`src/rtl/operand_fetch.sv`:
```
// operand_fetch: upstream operand stage for the 16-bit ALU.
// Reads two 16-bit operands, each as two bytes, from an 8-bit memory with a
// fixed 1-cycle read latency. It then holds the pair on a valid/ready handshake
// until the ALU accepts it. One request is in flight at a time.
// Ports:
//   clk, rst_n             clock, asynchronous active-low reset
//   req_valid/req_ready    request handshake; src1_addr/src2_addr latched on accept
//   mem_rd/mem_addr        memory read strobe and byte address
//   mem_rdata              read data, valid on the edge after the mem_rd cycle
//   op1/op2                assembled operands (registered)
//   op_valid/op_ready      operand handshake towards the ALU
module operand_fetch #(
    parameter int unsigned ADDR_W     = 16,
    parameter bit          BIG_ENDIAN = 1'b0
) (
    input  logic              clk,
    input  logic              rst_n,
    input  logic              req_valid,
    output logic              req_ready,
    input  logic [ADDR_W-1:0] src1_addr,
    input  logic [ADDR_W-1:0] src2_addr,
    output logic              mem_rd,
    output logic [ADDR_W-1:0] mem_addr,
    input  logic [7:0]        mem_rdata,
    output logic [15:0]       op1,
    output logic [15:0]       op2,
    output logic              op_valid,
    input  logic              op_ready
);

    typedef enum logic [2:0] {
        IDLE  = 3'd0,
        A1L   = 3'd1,
        A1H   = 3'd2,
        A2L   = 3'd3,
        A2H   = 3'd4,
        LAST  = 3'd5,
        VALID = 3'd6
    } state_t;

    state_t            state;
    logic [ADDR_W-1:0] a1;
    logic [ADDR_W-1:0] a2;

    // Place a byte into its lane: byte0 is the byte at addr, byte1 at addr+1.
    function automatic logic [15:0] put_byte(input logic [15:0] word,
                                             input logic        byte1,
                                             input logic [7:0]  data);
        logic [15:0] w;
        w = word;
        if (byte1 ^ BIG_ENDIAN) w[15:8] = data;
        else                    w[7:0]  = data;
        return w;
    endfunction

    // Address of the second byte; wraps modulo 2**ADDR_W.
    function automatic logic [ADDR_W-1:0] next_addr(input logic [ADDR_W-1:0] a);
        return ADDR_W'(a + ADDR_W'(1));
    endfunction

    // FSM with registered outputs: each transition also loads the outputs of
    // the state being entered. Read data for a mem_rd cycle is captured on the
    // exit edge of the following state.
    always_ff @(posedge clk or negedge rst_n) begin
        if (!rst_n) begin
            state     <= IDLE;
            a1        <= '0;
            a2        <= '0;
            req_ready <= 1'b1;
            mem_rd    <= 1'b0;
            mem_addr  <= '0;
            op1       <= '0;
            op2       <= '0;
            op_valid  <= 1'b0;
        end else begin
            case (state)
                IDLE: begin
                    if (req_valid) begin
                        a1        <= src1_addr;
                        a2        <= src2_addr;
                        req_ready <= 1'b0;
                        mem_rd    <= 1'b1;
                        mem_addr  <= src1_addr;
                        state     <= A1L;
                    end
                end
                A1L: begin
                    mem_addr <= next_addr(a1);
                    state    <= A1H;
                end
                A1H: begin
                    op1      <= put_byte(op1, 1'b0, mem_rdata);
                    mem_addr <= a2;
                    state    <= A2L;
                end
                A2L: begin
                    op1      <= put_byte(op1, 1'b1, mem_rdata);
                    mem_addr <= next_addr(a2);
                    state    <= A2H;
                end
                A2H: begin
                    op2    <= put_byte(op2, 1'b0, mem_rdata);
                    mem_rd <= 1'b0;
                    state  <= LAST;
                end
                LAST: begin
                    op2      <= put_byte(op2, 1'b1, mem_rdata);
                    op_valid <= 1'b1;
                    state    <= VALID;
                end
                VALID: begin
                    if (op_ready) begin
                        op_valid  <= 1'b0;
                        req_ready <= 1'b1;
                        state     <= IDLE;
                    end
                end
                default: begin
                    req_ready <= 1'b1;
                    mem_rd    <= 1'b0;
                    op_valid  <= 1'b0;
                    state     <= IDLE;
                end
            endcase
        end
    end

endmodule

```
`config.mk`:
```
export PLATFORM = sky130hd
export DESIGN_NAME = operand_fetch
export DESIGN_NICKNAME = d
export VERILOG_FILES = /design/src/rtl/operand_fetch.sv
export SDC_FILE = /design/constraint.sdc
export NUM_CORES = 1
export LEC_CHECK = 0
export CORE_ASPECT_RATIO = 0.6
export CORE_MARGIN = 2
export CORE_UTILIZATION = 45
export DETAILED_ROUTE_END_ITERATION = 6
export PLACE_DENSITY = 0.74
export RECOVER_POWER = 50
export SYNTH_ARGS = -nofsm -noshare
export SYNTH_HDL_FRONTEND = slang
export SYNTH_SLANG_ARGS = --single-unit
```
`constraint.sdc`:
```
create_clock -name clk -period 5.2 [get_ports clk]
set_clock_uncertainty 0.05 [all_clocks]
set_input_delay 0.52 -clock clk [delete_from_list [all_inputs] [get_ports clk]]
set_output_delay 0.52 -clock clk [all_outputs]
set_load 0.005 [all_outputs]
```
# == Yosys cells after proc, flatten, opt, wreduce, memory -nomap -nowiden ==
# Index checks and enable logic that the tools add are counted.
# op_classes
eq_ne,8
n_mux,14
bitwise,7
n_addsub,2
reduce_logical,15
# op_table
cell,count
one-hot mux 16 bit (2 select lines),2
one-hot mux 16 bit (4 select lines),1
adder 16 x 1 -> 16 bit (second input constant),2
one-hot mux 3 bit (7 select lines),1
AND reduction 2 bit,9
two-way mux 16 bit,1
OR reduction 5 bit,3
equality test 3 bit (second input constant),3
NOT 1 bit,7
equality test 3 x 2 -> 1 bit (second input constant),2
two-way mux 3 bit,2
one-hot mux 1 bit (3 select lines),2
two-way mux 1 bit,4
inequality test 2 bit (second input constant),2
nonzero test 4 bit,1
equality test 3 x 1 -> 1 bit (second input constant),1
logical NOT 3 bit,1
AND reduction 3 bit,1
one-hot mux 1 bit (2 select lines),1
# totals
output_inout_bits,51
in_bits,44
wordCells,57
register_bits,86

# == Logic depth before layout (Yosys ltp) ==
# Gate-level depths: netlist of run 1.
# depth
depth_word,4
ltp_mapped,12
ltp_nobuf,9

# == Least setup slack after synthesis of run 1 ==
# Ideal clock, no wire load.
# synth_timing
kind,register to register
startpoint,reg state[0]
endpoint,reg mem_addr[6]
path_stages_with_launch,13
setup_ns,0.104
slack_ns,2.535
required_time_ns,5.046
period_less_slack_ns,2.665
path_buffers,3
arrival_ns,2.512
cell_sequence,dfrtp_1 > buf_4 > nand3b_2 > clkbuf_1 > clkbuf_1 > nand2_1 > nand2_1 > ha_1 > inv_1 > nor3_1 > xnor2_1 > mux2_2 > a221oi_1
# synth_between
elab_chain_len,3
elab_cells_between_ends,8
classes_between,eq/ne: 4; mux: 1; reduce/logical: 3
# synth_lines
item,line,text
from (decl),41,state_t state;
from (signal assigned),66,state <= IDLE;
from (signal assigned),84,state <= A1L;
from (signal assigned),89,state <= A1H;
equality test 3 x 2 -> 1 bit (tied with other cells),76,case (state)
nonzero test 4 bit (no line) / inequality test 2 bit (equally long branches),-,
AND reduction 2 bit (no line),-,
to (signal assigned),83,mem_addr <= src1_addr;
to (signal assigned),88,mem_addr <= next_addr(a1);
to (signal assigned),98,mem_addr <= next_addr(a2);
to (decl),23,"output logic [ADDR_W-1:0] mem_addr,"
# Several ways; a longest one is shown, not always the timed one.
# A chain may end at the register's enable or synchronous reset.

# == Worst setup path in the final report of run 1 ==
# layout_timing
startpoint,reg state[1]
endpoint,reg mem_addr[6]
# Same word-level chain as after synthesis.

==> summary.md, run 1 <==
| Metric | Value |
|---|---|
| Status | `finished with violations` |
| Failing checks | `capacitance limit, slew limit` |
| Worst rel slew slack | `-0.422` |
| CTS clk-pin slew, worst paths | `60 ps` |
| Inst Count DP | `595` |
| I/O Pins | `95` |
| Ordered list of cells on the worst path | `buf_4 > and3b_1 > nand2_1 > nand2_1 > ha_1 > inv_1 > nor3_1 > xnor2_1 > mux2_2 > a221oi_1` |
| Starting Density | `0.462` |
| Die area | `10200 µm²` |
| Most frequent cells in the layout | `85 x dfrtp_1, 68 x clkdlybuf4s50_1, 60 x mux2_2, 53 x nand2_1, 31 x nor2_1` |
| Final setup TNS | `0 ps` |
| Drt total wl | `11.7 mm` |
| DR WL met2 | `4.92 mm` |
| Total CTS buffers | `9` |
| Post-DP HPWL | `8.25 mm` |
| Post-layout min period | `3380 ps` |
| Fraction of registers with async set/reset | `1.00` |
| Final Hold Fails | `0` |
| Fmax achieved | `0.296 GHz` |
| RSZ-0062 raised after global routing | `false` |
| Layout area overhead | `32.2%` |
| Post-Syn Instances | `386` |
| Top FF cell, synth | `dfrtp_1` |
| Period utilisation layout | `0.651` |
| Largest stage delay, worst path | `700 ps` |
| Register area | `2150 µm²` |
| Antenna violations before repair | `0` |
| Filler cells | `755` |
| Yosys reg bits | `86` |
| Crit-path most repeated cell | `nand2_1` |
| Unique masters post-synth | `55` |
| Critical path arrival | `3570 ps` |
| Non-Filler Instances | `611` |
| N_diodes | `0` |
| Clock Tree Buf Depth | `2` |
| Worst-path maximum fanout | `18` |
| Startpoint Class | `register` |
| CP max-delay cell | `dfrtp_1` |
| Via count | `3436` |
| Synth Warn # | `0` |
| Post-synthesis sequential area ratio | `0.509` |
| Die width | `129 µm` |
| GPL Wtd Cong | `0.986` |
| DRC viols | `0` |
| Number of global-route vias before repair | `3439` |
| First-pass GRT wire length | `18.4 mm` |
| PD cells | `664 nW/µm²` |
| Metal-1 WL | `5.75 mm` |
| Final Max Tran Viols | `87` |
| Max Cap Violations | `1` |
| Syn_nets | `431` |
| Die Y | `79.1 µm` |
| Multi-input logic area | `1970 µm²` |
| CTS root buf | `clkbuf_16` |
| Grt ovf | `0` |
| Worst-skew pair later-pin latency | `340 ps` |
| Iter 0 DRT Violations | `355` |
| Data required, critical path | `5390 ps` |
| Largest net degree at the start of global routing | `87` |
| Setup Fix Bufs, Post-CTS | `0` |
| Post-CTS Resized | `0` |
| Max H-tree Level | `3` |
| Post-synth EDFFs | `0` |
| Wirelength per Cell | `19.1 µm` |
| CP Class | `reg2reg` |
| Maximum vdd ir drop | `0.000303 V` |
| Most common cell after layout, fill and taps aside | `dfrtp_1` |
| Met3 WL | `922 µm` |
| Total GRT Usage | `0.240` |
| Hold Crit Class | `reg2reg` |
| CTS sink cnt | `86` |
| Port Buf Inserts | `94` |
| Remaining antenna violation count after routing | `0` |
| Synthesized area | `4230 µm²` |
| Leak | `2.31 nW` |
| Critical Path End Type | `register` |
| DR vias/cell | `5.62` |
| Drt pass-1 iters | `6` |
| # rows | `27` |
| Total core area | `9160 µm²` |
| Layout cells sized above 1 | `0.191` |
| TritonCTS clock tree | `built` |
| Worst-Margin Slew | `2130 ps` |
| CTS Hold Bufs | `0` |
| Final Setup Violations | `0` |
| Avg Inst Size Synth | `11.0 µm²` |
| Max Used Layer | `met4` |
| Nets | `521` |
metal layers:
metal  track usage  vias up
met5             0        -
met4        0.0630        0
met3        0.0708        9
met2         0.328      150
met1         0.368     1700
li1              -     1577
critical path, delay by kind of cell, from the launching register on:
| family | cells | cell delay (ps) |
|---|---|---|
| buffers and inverters | 2 | 490 |
| muxes | 1 | 260 |
| and+or+nand+nor | 4 | 1150 |
| AOI/OAI and AO/OA | 1 | 270 |
| adders and majority gates | 1 | 240 |
| DFF | 1 | 700 |
| xor gates and xnor gates | 1 | 90 |
path summary, 6_finish.rpt:
| kind | from | to | slack [ps] | depth (start not counted) |
|---|---|---|---|---|
| worst max register to register | state[1] | mem_addr[6] | 1820 | 10 |
| worst min-delay path | op1[11] | op1[11] | 430 | 2 |
| worst min register to register | op1[11] | op1[11] | 430 | 2 |
| worst max-delay path | state[1] | mem_addr[6] | 1820 | 10 |
| min in group asynchronous | rst_n | mem_addr[14] | 720 | 1 |
| max in group asynchronous | rst_n | a1[15] | 3100 | 1 |
cell usage after synthesis (4+ instances only):
cell | instances | area (µm²)
nand2_1 | 53 | 199
xor2_1 | 6 | 52.6
a221oi_1 | 6 | 52.6
nor3_1 | 4 | 20.0
nand4_1 | 4 | 25.0
mux2_2 | 60 | 676
xnor2_1 | 6 | 52.6
o22ai_1 | 8 | 50.1
a21oi_1 | 14 | 70.1
a2bb2oi_1 | 5 | 43.8
nand3_1 | 5 | 25.0
buf_2 | 5 | 25.0
inv_1 | 5 | 18.8
nand2b_1 | 4 | 25.0
mux2i_1 | 10 | 100
nor2_1 | 32 | 120
clkbuf_1 | 8 | 30.0
dfrtp_1 | 85 | 2130
o21ai_0 | 17 | 85.1
registers in the layout (all words and copies together) (netlist names):
signal	flops
op_valid	1
mem_rd	1
mem_addr	16
state	3
a2	16
a1	16
op2	16
req_ready	1
op1	16
power breakdown:
group          switching [W]  internal (W)
combinational       0.000756      0.000893
sequential          0.000339       0.00102
clock               0.000269      0.000437
total                0.00136       0.00235
cell type report:
type	instances	area share
repair buffers	97	0.171
clock inverters	6	0.0163
multi-input cells	276	0.351
well taps	130	0.0291
flip-flops and latches	86	0.385
clock buffers	10	0.0427
inverters	6	0.00403
through the flow:
stage / worst slack [ps] / power [W] / hold slack [ps] / utilization / area (µm²)
3_3_place_gp: 2030 / 0.00297 / 409 / 0.575 / 5270
4_1_cts: 1880 / 0.00375 / 371 / 0.611 / 5600
5_1_grt: 1520 / 0.00395 / 462 / 0.611 / 5590
6_report: 1820 / 0.00371 / 425 / 0.611 / 5590
3_5_place_dp: 1880 / 0.00303 / 416 / 0.575 / 5270
2_1_floorplan: 2530 / 0.00227 / 174 / - / 4230
cell families after synthesis:
group	after synthesis	synth area share
AO/OA/AOI/OAI	66	0.105
adder cells (fa/ha/maj)	1	0.00296
flip-flops	86	0.509
XOR/XNOR	12	0.0248
AND/OR/NAND/NOR	127	0.148
multiplexers	70	0.183
buffers and inverters	24	0.0272
Power figures use the tool's default switching activity.
==> run 2, diff against run 1 <==
- PLACE_DENSITY: 0.74 -> 0.76
- clock period: 5.2 -> 2.9 ns (I/O delays scaled with it)
==> summary.md, run 2 (synthesized netlist as in run 1, its figures left out) <==
| Metric | Value |
|---|---|
| PD cells | `1180 nW/µm²` |
| Die width | `129 µm` |
| Flop pwr share | `0.355` |
| Total CTS buffers | `9` |
| CTS root buf | `clkbuf_16` |
| Total core area | `9160 µm²` |
| DRC viols | `0` |
| GPL Wtd Cong | `1.02` |
| Met1 usage | `0.368` |
| Max H-tree Level | `3` |
| Grt ovf | `0` |
| # rows | `27` |
| Nets | `531` |
| Final Instance Area | `5640 µm²` |
| Worst-skew pair later-pin latency | `350 ps` |
| GRT met2 Usage | `0.319` |
| Final setup TNS | `0 ps` |
| Layout area overhead | `33.3%` |
| Critical path arrival | `2760 ps` |
| Dpl ws | `592 ps` |
| Starting Density | `0.462` |
| Non-Filler Instances | `621` |
| Die area | `10200 µm²` |
| Hold Crit Class | `reg2reg` |
| Die Y | `79.1 µm` |
| Comb pwr share | `0.472` |
| Fmax achieved | `0.386 GHz` |
| Hold slack final | `425 ps` |
| Final Hold Fails | `0` |
| Final Max Tran Viols | `87` |
| Switching Share | `0.367` |
| Iter 0 DRT Violations | `325` |
| Port Buf Inserts | `94` |
| Startpoint Class | `register` |
| Wirelength per Cell | `18.7 µm` |
| Max Cap Violations | `1` |
| Drt pass-1 iters | `5` |
| Clk pwr share | `0.173` |
| Worst-path maximum fanout | `20` |
| Worst rel slew slack | `-0.398` |
| Final WS setup | `312 ps` |
| Worst-Margin Slew | `2100 ps` |
| Area post-placement | `5350 µm²` |
| Data required, critical path | `3080 ps` |
| Inst Count DP | `605` |
| Critical Path End Type | `register` |
| Internal Power | `0.00422 W` |
| Period utilisation layout | `0.892` |
| Status | `finished with violations` |
| Total GRT Usage | `0.239` |
| RSZ-0062 raised after global routing | `false` |
| Antenna violations before repair | `0` |
| Failing checks | `capacitance limit, slew limit` |
| Largest net degree at the start of global routing | `87` |
| DR vias/cell | `5.60` |
| Layout cells sized above 1 | `0.198` |
| Most common cell after layout, fill and taps aside | `dfrtp_1` |
| Setup slack, reg-to-reg | `310 ps` |
| Top Usage Layer GRT | `met1` |
| Hold depth | `2` |
| Via count | `3475` |
| Setup Fix Bufs, Post-CTS | `0` |
| Post-layout min period | `2590 ps` |
| GR Layer Usage met3 | `0.0755` |
| Post-DP HPWL | `8.31 mm` |
| Drt total wl | `11.6 mm` |
| Number of global-route vias before repair | `3332` |
| TritonCTS clock tree | `built` |
| Remaining antenna violation count after routing | `0` |
| N_diodes | `0` |
| Final Setup Violations | `0` |
| CP Class | `reg2reg` |
| I/O Pins | `95` |
| Maximum vdd ir drop | `0.000427 V` |
| Most frequent cells in the layout | `85 x dfrtp_1, 77 x clkdlybuf4s50_1, 60 x mux2_2, 53 x nand2_1, 31 x nor2_1` |
| Sw power | `0.00244 W` |
| First-pass GRT wire length | `18.4 mm` |
| Leak | `2.33 nW` |
| CTS clk-pin slew, worst paths | `60 ps` |
| Worst reg2reg path depth | `4` |
| CTS sink cnt | `86` |
| CTS Hold Bufs | `0` |
| Post-CTS Resized | `0` |
| Clock Tree Buf Depth | `2` |
run 2: cell types whose count changed in the layout (fill, tap and decap cells not counted):
cell | before | now
bufinv_16 | 2 | 1
clkbuf_4 | 0 | 1
buf_4 | 3 | 10
clkbuf_1 | 0 | 4
buf_12 | 0 | 1
nand3b_2 | 1 | 0
clkdlybuf4s50_1 | 68 | 77
inv_6 | 2 | 0
dlygate4sd3_1 | 25 | 16
nand3b_1 | 1 | 2
clkinv_2 | 1 | 0
clkinvlp_4 | 0 | 1
run 2: routing by layer:
layer  vias to the layer above  part of all wire
li1                       1594                 -
met1                      1709              0.48
met2                       156              0.43
met3                        16             0.088
met4                         0             0.011
met5                         -                 0
run 2: final cells by class:
class | instances | area [µm²]
Clock buffer | 13 | 250
Clock inverter | 3 | 46.3
Fill cell | 768 | 3520
Inverter | 6 | 22.5
Multi-Input combinational cell | 276 | 1960
Sequential cell | 86 | 2150
Tap cell | 130 | 163
Timing Repair Buffer | 107 | 1040
run 2: power by group through the flow:
stage | registers, W | clock network, W | logic, W
after floorplan | 0.00223 | 0 | 0.00184
after global placement | 0.00234 | 0 | 0.00308
after detailed placement | 0.00237 | 0 | 0.00316
after CTS | 0.00237 | 0.00117 | 0.00318
after global routing | 0.00245 | 0.00122 | 0.00340
final | 0.00237 | 0.00115 | 0.00314
run 2: worst paths after layout:
kind | start | endpoint
max reg2reg | state[2] | op2[3]
min reg2reg | op1[10] | op1[10]
min in group asynchronous | rst_n | a1[13]
max in group asynchronous | rst_n | a1[9]
min | op1[10] | op1[10]
max | state[2] | op2[3]
run 2: metrics by stage:
stage | util | total power, W
5_1_grt | 0.616 | 0.00708
4_1_cts | 0.617 | 0.00672
3_5_place_dp | 0.585 | 0.00553
2_1_floorplan | - | 0.00407
6_report | 0.616 | 0.00666
3_3_place_gp | 0.585 | 0.00542
run 2: worst max-delay path, cell delays in order (launching register included):
cell      delay [ps]
dfrtp_1          370
clkbuf_1         620
inv_1            260
nor3_2           740
mux2_2           410
==> run 3, diff against run 2 <==
- CORE_UTILIZATION: 45 -> 51
- PLACE_DENSITY: 0.76 -> 0.82
- clock period: 2.9 -> 2.7 ns (I/O delays scaled with it)
==> summary.md, run 3 (synthesized netlist as in run 1, its figures left out) <==
| Metric | Value |
|---|---|
| Worst-path maximum fanout | `9` |
| Grt ovf | `0` |
| DRC viols | `0` |
| Multi-input logic area | `1970 µm²` |
| Worst rel slew slack | `-0.437` |
| Critical path arrival | `2680 ps` |
| Most frequent cells in the layout | `85 x dfrtp_1, 78 x clkdlybuf4s50_1, 60 x mux2_2, 53 x nand2_1, 31 x nor2_1` |
| Largest stage delay, worst path | `470 ps` |
| Worst-Margin Slew | `2160 ps` |
| Via count | `3549` |
| Final Max Tran Viols | `87` |
| Fin util | `0.705` |
| Die width | `122 µm` |
| Drt pass-1 iters | `5` |
| PD cells | `1270 nW/µm²` |
| Drt total wl | `11.7 mm` |
| Failing checks | `capacitance limit, slew limit` |
| GPL Wtd Cong | `0.920` |
| Clock Tree Buf Depth | `2` |
| Max H-tree Level | `3` |
| Layout area overhead | `32.4%` |
| Number of global-route vias before repair | `3449` |
| CP max-delay cell | `dfrtp_1` |
| Fmax achieved | `0.404 GHz` |
| Wirelength per Cell | `19.5 µm` |
| Register area | `2150 µm²` |
| Nets | `531` |
| CP Class | `reg2reg` |
| N_diodes | `0` |
| Iter 0 DRT Violations | `339` |
| Total core area | `7950 µm²` |
| Ordered list of cells on the worst path | `nand3b_2 > o21ai_0 > ha_1 > inv_1 > nor3_1 > xnor2_1 > mux2_2 > a221oi_1` |
| CTS Hold Bufs | `0` |
| CTS clk-pin slew, worst paths | `60 ps` |
| Total CTS buffers | `9` |
| Post-layout min period | `2480 ps` |
| Post-CTS Resized | `0` |
| TritonCTS clock tree | `built` |
| Total GRT Usage | `0.269` |
| Final Hold Fails | `0` |
| Largest net degree at the start of global routing | `87` |
| Maximum vdd ir drop | `0.000739 V` |
| CTS sink cnt | `86` |
| Antenna violations before repair | `0` |
| Hold Crit Class | `in2reg` |
| Post-DP HPWL | `8.20 mm` |
| Final setup TNS | `0 ps` |
| Layout cells sized above 1 | `0.202` |
| Starting Density | `0.533` |
| Worst-skew pair later-pin latency | `350 ps` |
| CTS root buf | `clkbuf_16` |
| Max Cap Violations | `1` |
| Critical Path End Type | `register` |
| Period utilisation layout | `0.918` |
| Filler cells | `599` |
| First-pass GRT wire length | `18.2 mm` |
| Most common cell after layout, fill and taps aside | `dfrtp_1` |
| Remaining antenna violation count after routing | `0` |
| I/O Pins | `95` |
| Setup Fix Bufs, Post-CTS | `0` |
| Status | `finished with violations` |
| Leak | `2.33 nW` |
| DR vias/cell | `5.92` |
| Die area | `9070 µm²` |
| Data required, critical path | `2900 ps` |
| Die Y | `74.6 µm` |
| Port Buf Inserts | `94` |
| RSZ-0062 raised after global routing | `false` |
| Startpoint Class | `register` |
| Final Setup Violations | `0` |
| # rows | `25` |
## run 3: routing by layer
layer  wire (µm)  GRT usage
met5           0          0
met4         250     0.0983
met3        1020     0.0690
met2        4920      0.375
met1        5510      0.407
## run 3: area by class of cell
class	instances	share of cell area
multi-input combinational	276	0.351
clock buffer	12	0.0458
timing repair buffer	107	0.185
clock inverter	4	0.00536
tap	108	0.0241
inverter	6	0.00402
sequential	86	0.384
## run 3: stage by stage
step                setup slack [ps]  std cells  power (W)  hold slack, ps  instance area [µm²]
finish                           222        599    0.00714             428                 5600
global route                     149        599    0.00754             463                 5600
CTS                              245        599    0.00717             117                 5610
detailed placement               280        583    0.00595             417                 5330
global placement                 459        583    0.00581             411                 5330
floorplan                       34.7        386    0.00437           -75.6                 4230
## run 3: path summary, 6_finish.rpt
path	endpoint	cells after the start	slack (ps)	from
max reg2reg	mem_addr[6]	8	220	state[2]
min in group asynchronous	a2[14]	1	460	rst_n
min	a2[14]	3	430	src2_addr[14]
max in group asynchronous	a2[9]	1	830	rst_n
max	mem_addr[6]	8	220	state[2]
min reg2reg	mem_addr[4]	1	440	mem_addr[4]
## run 3: worst max-delay path: cells and delay by family (launching register included)
family	cells	cell delay, ps
AO/OA/AOI/OAI	2	480
AND/OR/NAND/NOR	2	580
multiplexers	1	260
flip-flops	1	470
adder cells (fa/ha/maj)	1	270
XOR/XNOR	1	110
buffers and inverters	1	160
## run 3: power breakdown
group	leakage, nW	switching [W]	internal, W
logic	1.18	0.00157	0.00182
clock network	0.139	0.000516	0.000677
registers	1.01	0.000583	0.00197
